**src/rtl/kbd_scan_display_pkg.sv**
```systemverilog
// Shared types and constants for the PS/2 scan-code receiver and hex display.
package kbd_scan_display_pkg;

  typedef enum logic [1:0] {
    ST_IDLE   = 2'd0,
    ST_DATA   = 2'd1,
    ST_PARITY = 2'd2,
    ST_STOP   = 2'd3
  } rx_state_e;

  localparam logic [7:0] SC_BREAK = 8'hF0;
  localparam logic [7:0] SC_EXT   = 8'hE0;

  // Active-low seven-segment glyphs, bit 0 = segment a, indexed by nibble value.
  localparam logic [15:0][6:0] SEG_TABLE = {
    7'h0E, 7'h06, 7'h21, 7'h46,   // F E d C
    7'h03, 7'h08, 7'h10, 7'h00,   // b A 9 8
    7'h78, 7'h02, 7'h12, 7'h19,   // 7 6 5 4
    7'h30, 7'h24, 7'h79, 7'h40    // 3 2 1 0
  };

endpackage

```
**src/rtl/kbd_scan_display_hex_to_seg.sv**
```systemverilog
// One hex digit: 4-bit nibble to active-low seven-segment pattern.
module hex_to_seg
  import kbd_scan_display_pkg::*;
(
  input  logic [3:0] nibble,
  output logic [6:0] seg
);

  assign seg = SEG_TABLE[nibble];

endmodule

```
**src/rtl/kbd_scan_display.sv**
```systemverilog
// PS/2 keyboard receiver with make/break/extended decoding and a hex history display.
module kbd_scan_display
  import kbd_scan_display_pkg::*;
#(
  parameter int NUM_BYTES      = 2,
  parameter int TIMEOUT_CYCLES = 50000
) (
  input  logic                      CLOCK,
  input  logic                      RESET,
  input  logic                      SCL,
  input  logic                      SDA,
  output logic [7:0]                Key,
  output logic                      KEY_VALID,
  output logic                      BREAK,
  output logic                      EXTENDED,
  output logic                      FRAME_ERR,
  output logic [14*NUM_BYTES-1:0]   LED_SEG
);

  localparam int              TO_W    = $clog2(TIMEOUT_CYCLES + 1);
  localparam logic [TO_W-1:0] TO_LAST = TO_W'(TIMEOUT_CYCLES - 1);

  rx_state_e state_q, state_d;

  logic [1:0]      scl_sync_q, scl_sync_d;
  logic [1:0]      sda_sync_q, sda_sync_d;
  logic            scl_prev_q, scl_prev_d;
  logic [2:0]      bit_cnt_q, bit_cnt_d;
  logic [7:0]      shift_q, shift_d;
  logic            par_ok_q, par_ok_d;
  logic [TO_W-1:0] to_cnt_q, to_cnt_d;
  logic            brk_pend_q, brk_pend_d;
  logic            ext_pend_q, ext_pend_d;
  logic [7:0]      key_q, key_d;
  logic            key_valid_q, key_valid_d;
  logic            break_q, break_d;
  logic            ext_q, ext_d;
  logic            frame_err_q, frame_err_d;
  logic [NUM_BYTES-1:0][7:0] hist_q, hist_d;

  logic fall;
  logic sda_bit;
  logic timeout;

  assign fall    = scl_prev_q & ~scl_sync_q[1];
  assign sda_bit = sda_sync_q[1];
  assign timeout = (state_q != ST_IDLE) && !fall && (to_cnt_q == TO_LAST);

  // Synchronizer inputs: shift the raw lines in, keep last synced SCL for edge detection.
  always_comb begin
    scl_sync_d = {scl_sync_q[0], SCL};
    sda_sync_d = {sda_sync_q[0], SDA};
    scl_prev_d = scl_sync_q[1];
  end

  // Receiver state register.
  // NOTE: sequential blocks use non-blocking (<=) so every flop samples pre-edge values.
  always_ff @(posedge CLOCK or posedge RESET) begin
    if (RESET) state_q <= ST_IDLE;
    else       state_q <= state_d;
  end

  // Next-state logic: moves only on a PS/2 falling edge, or back to IDLE on timeout.
  always_comb begin
    state_d = state_q;
    case (state_q)
      ST_IDLE:   if (fall && !sda_bit)            state_d = ST_DATA;
      ST_DATA:   if (fall && bit_cnt_q == 3'd7)   state_d = ST_PARITY;
      ST_PARITY: if (fall)                        state_d = ST_STOP;
      ST_STOP:   if (fall)                        state_d = ST_IDLE;
      default:                                    state_d = ST_IDLE;
    endcase
    if (timeout) state_d = ST_IDLE;
  end

  // Output/datapath logic: bit capture, parity, frame acceptance and scan-code decode.
  always_comb begin
    // NOTE: every comb output gets a default first so no path can infer a latch.
    bit_cnt_d   = bit_cnt_q;
    shift_d     = shift_q;
    par_ok_d    = par_ok_q;
    brk_pend_d  = brk_pend_q;
    ext_pend_d  = ext_pend_q;
    key_d       = key_q;
    break_d     = break_q;
    ext_d       = ext_q;
    hist_d      = hist_q;
    key_valid_d = 1'b0;
    frame_err_d = 1'b0;
    to_cnt_d    = (state_q == ST_IDLE || fall || timeout) ? '0 : to_cnt_q + TO_W'(1);

    if (fall) begin
      case (state_q)
        ST_IDLE: begin
          bit_cnt_d = 3'd0;
          shift_d   = 8'h00;
        end
        ST_DATA: begin
          shift_d   = {sda_bit, shift_q[7:1]};
          bit_cnt_d = bit_cnt_q + 3'd1;
        end
        ST_PARITY: par_ok_d = (^shift_q) ^ sda_bit;
        ST_STOP: begin
          if (par_ok_q && sda_bit) begin
            if (shift_q == SC_BREAK) begin
              brk_pend_d = 1'b1;
            end else if (shift_q == SC_EXT) begin
              ext_pend_d = 1'b1;
            end else begin
              key_d       = shift_q;
              break_d     = brk_pend_q;
              ext_d       = ext_pend_q;
              key_valid_d = 1'b1;
              brk_pend_d  = 1'b0;
              ext_pend_d  = 1'b0;
              if (!brk_pend_q) begin
                hist_d[0] = shift_q;
                for (int i = 1; i < NUM_BYTES; i++) hist_d[i] = hist_q[i-1];
              end
            end
          end else begin
            frame_err_d = 1'b1;
            brk_pend_d  = 1'b0;
            ext_pend_d  = 1'b0;
          end
        end
        default: ;
      endcase
    end

    if (timeout) begin
      frame_err_d = 1'b1;
      brk_pend_d  = 1'b0;
      ext_pend_d  = 1'b0;
    end
  end

  // Datapath registers; synchronizers reset to the idle-high bus level.
  // NOTE: the history is a small register file, not RAM, so it is reset so the display reads "00".
  always_ff @(posedge CLOCK or posedge RESET) begin
    if (RESET) begin
      scl_sync_q  <= 2'b11;
      sda_sync_q  <= 2'b11;
      scl_prev_q  <= 1'b1;
      bit_cnt_q   <= 3'd0;
      shift_q     <= 8'h00;
      par_ok_q    <= 1'b0;
      to_cnt_q    <= '0;
      brk_pend_q  <= 1'b0;
      ext_pend_q  <= 1'b0;
      key_q       <= 8'h00;
      key_valid_q <= 1'b0;
      break_q     <= 1'b0;
      ext_q       <= 1'b0;
      frame_err_q <= 1'b0;
      hist_q      <= '0;
    end else begin
      scl_sync_q  <= scl_sync_d;
      sda_sync_q  <= sda_sync_d;
      scl_prev_q  <= scl_prev_d;
      bit_cnt_q   <= bit_cnt_d;
      shift_q     <= shift_d;
      par_ok_q    <= par_ok_d;
      to_cnt_q    <= to_cnt_d;
      brk_pend_q  <= brk_pend_d;
      ext_pend_q  <= ext_pend_d;
      key_q       <= key_d;
      key_valid_q <= key_valid_d;
      break_q     <= break_d;
      ext_q       <= ext_d;
      frame_err_q <= frame_err_d;
      hist_q      <= hist_d;
    end
  end

  assign Key       = key_q;
  assign KEY_VALID = key_valid_q;
  assign BREAK     = break_q;
  assign EXTENDED  = ext_q;
  assign FRAME_ERR = frame_err_q;

  // Two digits per history byte; even digit is the low nibble.
  for (genvar g = 0; g < 2*NUM_BYTES; g++) begin : g_digit
    hex_to_seg u_hex_to_seg (
      .nibble (hist_q[g/2][(g%2)*4 +: 4]),
      .seg    (LED_SEG[g*7 +: 7])
    );
  end

endmodule
```
**config.mk**
```make
export PLATFORM = sky130hd
export DESIGN_NAME = kbd_scan_display
export DESIGN_NICKNAME = d
export VERILOG_FILES = /design/src/rtl/kbd_scan_display_pkg.sv /design/src/rtl/kbd_scan_display_hex_to_seg.sv /design/src/rtl/kbd_scan_display.sv
export SDC_FILE = /design/constraint.sdc
export NUM_CORES = 1
export LEC_CHECK = 0
export ABC_AREA = 0
export CORE_ASPECT_RATIO = 1.1
export CORE_UTILIZATION = 40
export DETAILED_ROUTE_END_ITERATION = 6
export MAX_ROUTING_LAYER = met4
export PLACE_DENSITY = 0.73
export SYNTH_ARGS = -nofsm -noshare
export SYNTH_HDL_FRONTEND = slang
export SYNTH_HIERARCHICAL = 1
export SYNTH_SLANG_ARGS = --single-unit
```
**constraint.sdc**
```tcl
create_clock -name CLOCK -period 2.37 [get_ports CLOCK]
set_clock_uncertainty 0.15 [all_clocks]
set_input_delay 0.5925 -clock CLOCK [delete_from_list [all_inputs] [get_ports CLOCK]]
set_output_delay 0.5925 -clock CLOCK [all_outputs]
set_load 0.05 [all_outputs]
```
## Word level (Yosys, flattened, before mapping)

Memory sizes are Yosys's and may differ from the RTL's.
Cells that the tools add are included.
Widths: inputs -> output; s select.

- Output and inout bits: 40
- Bits in registers: 65
- ROM bits: 448
- Memories: 4

- Equal/unequal tests: 13
- Add/subtract/negate cells: 2
- Magnitude comparators: 4
- Bitwise operators: 6
- Reduce and logical (&&, ||, !) cells: 22
- Multiplexer cells: 34

Memories:

| memory | depth | width | read ports | clocked after Yosys merged registers in | write ports | line | source |
|---|---|---|---|---|---|---|---|
| (no name shown) | 16 | 7 | 1 | 0 | 0 | kbd_scan_display_hex_to_seg.sv:9 | `assign seg = SEG_TABLE[nibble];` |
| (no name shown) | 16 | 7 | 1 | 0 | 0 | kbd_scan_display_hex_to_seg.sv:9 |  |
| (no name shown) | 16 | 7 | 1 | 0 | 0 | kbd_scan_display_hex_to_seg.sv:9 |  |
| (no name shown) | 16 | 7 | 1 | 0 | 0 | kbd_scan_display_hex_to_seg.sv:9 |  |

Operators with widths:

| kind | count |
|---|---|
| $mux 7 | 4 |
| $mux 1 | 21 |
| $lt 4x5->1 const B | 4 |
| $add 16x1->16 const B | 1 |
| $eq 16x16->1 const B | 1 |
| $eq 8x8->1 const B | 2 |
| $mux 16 | 1 |
| $pmux 8 s2 | 1 |
| $ne 3x3->1 const B | 5 |
| $mux 2 | 5 |
| $pmux 2 s4 | 1 |
| $reduce_bool 2->1 | 4 |
| $reduce_xor 8->1 | 1 |
| $pmux 3 s2 | 1 |
| $reduce_and 3->1 | 2 |
| $reduce_and 6->1 | 1 |
| $logic_and 1x1->1 | 5 |
| $reduce_and 5->1 | 1 |
| $eq 2x2->1 const B | 2 |
| $ne 4x4->1 const B | 1 |
| $not 1->1 | 4 |
| $reduce_and 2->1 | 2 |
| $reduce_and 4->1 | 1 |
| $add 3x1->3 const B | 1 |
| other kinds (7) | 9 |

## Longest topological paths before layout

- Depth after elaboration: 7
- Depth in mapped cells: 7

## By module

The synthesis kept the hierarchy.

Modules (own cells, without submodules):

| module | cells an instance | area an instance (sq um) | instances |
|---|---|---|---|
| kbd_scan_display | 240 | 2,934.1 | 1 |
| hex_to_seg | 32 | 275.3 | 4 |

## Worst setup path after synthesis

OpenSTA, ideal clock, no wires.

- Path type: register -> output
- From: reg hist_q[1] (netlist bit)
- To: out LED_SEG[4]
- Setup slack: -0.251 ns
- Data required time: 1.627 ns
- Arrival time: 1.879 ns
- Cell stages (with the launch flop): 5
- Cells stage by stage: dfrtp_1 inv_1 ha_1 mux2i_1 o21ai_0

- Cells in the longest elaborated chain, start to end: 2

Ends and longest elaborated chain:

| item | line | source |
|---|---|---|
| start: declaration | kbd_scan_display.sv:39 | `logic [NUM_BYTES-1:0][7:0] hist_q, hist_d;` |
| start signal: assignment | kbd_scan_display.sv:172 | `hist_q <= hist_d;` |
| $mem_v2 16x7 | - |  |
| $mux 7 (not written as such) | kbd_scan_display_hex_to_seg.sv:9 |  |
| end: declaration | kbd_scan_display.sv:17 | `output logic [14*NUM_BYTES-1:0] LED_SEG` |

Every way passes these cells. The select of a mux whose other input is x is not followed.

## Worst setup path in the final report

- From: reg hist_q[1] (netlist bit)
- To: out LED_SEG[0]

The elaborated chain is that of the path after synthesis.

==> impl_metrics.toml <==
[outcome]
status = "complete, but fails checks"
violations = "design-rule violations, negative setup slack"

[synth]
yosys_warnings = 6
syn_area_per_cell_um2 = 11.0
synth_cells = 368
syn-num-nets = 413
synth-seq-cells = 65
synthFlopType = "dfrtp_1"
seq_area_frac_synth_pct = 40.5
synthDistinctLibCells = 46
synth_edf_count = 0
async_reset_ff_share_pct = 100
synthesis.area_um2 = 4040

[final_layout]
multi_input_area_um2 = 2540
seqCellArea_um2 = 1640
final_cell_mix = "dfrtp_1 (53), nor2_1 (40), nand2_1 (28), buf_4 (28), buf_6 (21)"
fillers = 757
nNetsFinal = 495
syn_to_final_growth_pct = 41.6
drive_gt1_share_pct = 43.5
antenna_cells = 0
final_common_cell = "dfrtp_1"
fin_area_um2 = 5710

[drt]
firstDrtPassIters = 6
drc = 7
finalWirelength_mm = 8.66
wl_per_cell_um = 15.1
drtAntennaViolNets = 0
via_per_inst = 5.14
drt_iter0_markers = 113
vias = 2954

[hold_path]
whs_path_depth = 0
min_to = "scl_sync_q[1]$_DFF_PP1_"
hold_class = "flop to flop"
worstHoldStart = "scl_sync_q[0]$_DFF_PP1_"

[critical_path]
critPathLaunchType = "flop"
rr_endpoint = "hist_q[12]$_DFFE_PP0P_"
critical_path_class = "flop to primary output"
cp.arrival_ns = 1.87
required_ns = 1.63
end_kind = "primary output"
rr_startpoint = "shift_q[4]$_DFFE_PP0P_"
reg2reg_depth = 6
r2r_slack_ns = 0.19
crit_fanout = 3

[timing]
min_period_over_period_pct = 110
setup_viol = 22
finalMaxSlewViolations = 0
timing.final.ws_setup_ns = -0.241
fmax_mhz = 383
hold_violations = 0
slew_headroom_pct = 64.9
period_minus_slack_ns = 2.61
worst_slew_pin_slew_ns = 0.524
grt_setup_unrepaired = "yes"

[floorplan]
die_h_um = 107
die-area_um2 = 10500
ioPinCount = 44
rows = 38
core_um2 = 9840
initial_core_util_pct = 41.0
die_w_um = 97.8

[clock_network]
insertion_delay_ns = 0.34
cts_buffer_depth = 2
cts_root_buf = "clkbuf_8"
numCtsBuffers = 9
cts_sinks = 65
holdBufCountCts = 0
clk_pin_slew_ns = 0.08
cts_tree = "built"
htree_levels = 3

[global_routing]
grt_pass1_vias = 3055
antenna_found_initial = 0
grt_start_max_net_pins = 66
grtUsageTotal_pct = 17.1
grt_pass1_wl_mm = 13.9
gr-total-overflow = 0

[placement]
dp_hpwl_mm = 5.62
place.gp.congestion = 0.857
post-place-ws_ns = 0.0518
io_buffers = 43
dpl_cell_area_um2 = 4830

[power_and_ir_drop]
peakVddDrop_v = 0.000588
powerDensity_nw_per_um2 = 654
power_leakage_nw = 2.48

[run]
drv_cap = 0
cell usage after synthesis (all sizes together), types with 5 or more instances:
master | count | share of area [%]
xnor2 | 12 | 2.6
nand3 | 8 | 1.1
ha | 41 | 13
dfrtp | 60 | 37
dfstp | 5 | 3.3
nand2 | 30 | 2.9
xor2 | 6 | 1.3
nor2 | 43 | 4.4
nand4 | 5 | 1.5
mux2 | 21 | 6.7
o21ai | 18 | 2.2
a32o | 5 | 1.2
inv | 23 | 2.1
a22o | 18 | 3.9
a21oi | 6 | 0.74
mux2i | 16 | 4.0
buf | 12 | 2.7
stage by stage:
step           setup TNS, ns  util, %  power [mW]  hold WS, ns  std cells
3_3_place_gp               0     49.1        2.43        0.197        536
5_1_grt                -4.31     58.0        3.93        0.215        575
3_5_place_dp               0     49.1        2.47        0.199        536
6_report               -2.78     58.0        3.74        0.208        575
2_1_floorplan              0        -        2.16        0.195        368
4_1_cts                -2.45     55.0        3.71        0.209        569
registers in the layout (all words and copies together), names as in the netlist:
name,flops
KEY_VALID,1
to_cnt_q,16
sda_sync_q,2
par_ok_q,1
hist_q,16
Key,8
brk_pend_q,1
state_q,2
FRAME_ERR,1
scl_prev_q,1
ext_pend_q,1
scl_sync_q,2
EXTENDED,1
shift_q,8
bit_cnt_q,3
BREAK,1
critical path, cell delays in order, from the launching register on:
cell and delay (ns):
dfrtp_1 0.40, inv_2 0.13, ha_4 0.14, and2b_2 0.22, or3b_1 0.39, o21ai_2 0.09, buf_12 0.16
layer usage:
layer  track usage (%)  share of wire [%]  vias up  wire (µm)
met1              18.5                 42     1450       3650
met4              7.47                1.6        0        141
met2              30.6                 53       48       4630
li1                  -                  -     1441          -
met3              3.31                2.9       15        248
met5                 -                  0        -          0
final cells by class:
type	instances	share of cell area (%)
clock buffers	12	2.72
multi-input cells	265	44.5
well taps	120	2.63
clock inverters	4	1.73
inverters	23	1.69
flip-flops and latches	65	28.7
repair buffers	86	18.0
cell families after synthesis:
group                      Yosys count  share of synthesized area (%)
DFF                                 65                           40.5
adders and majority gates           41                           12.7
buffers and inverters               38                           5.12
xor gates and xnor gates            18                           3.91
AOI/OAI and AO/OA                   54                           9.61
and+or+nand+nor                    111                           14.9
muxes                               41                           13.3
worst max-delay path by stage:
stage                                start                end  slack [ns]  cells after the start
floorplan                            RESET  BREAK$_DFFE_PP0P_       0.008                      1
global placement     hist_q[4]$_DFFE_PP0P_        LED_SEG[10]        0.11                      5
detailed placement   hist_q[9]$_DFFE_PP0P_        LED_SEG[14]        0.05                      6
CTS                 hist_q[13]$_DFFE_PP0P_        LED_SEG[21]       -0.20                      6
global route         hist_q[1]$_DFFE_PP0P_         LED_SEG[0]       -0.29                      6
finish               hist_q[1]$_DFFE_PP0P_         LED_SEG[0]       -0.24                      6
report_power, final:
part	switching [mW]	leakage (nW)	total (mW)	internal, mW
registers	0.126	0.866	1.36	1.24
clock network	0.431	0.127	1.19	0.759
logic	0.666	1.49	1.18	0.517
repair_timing:
item | 4_1_cts | 5_1_grt
pin swaps | 13 | 19
endpoints found under the hold margin | 0 | 0
setup buffers | 17 | 8
resized for setup | 66 | 52
endpoints found under the setup margin | 25 | 28
Note: power is estimated with default switching activity, not from simulation.
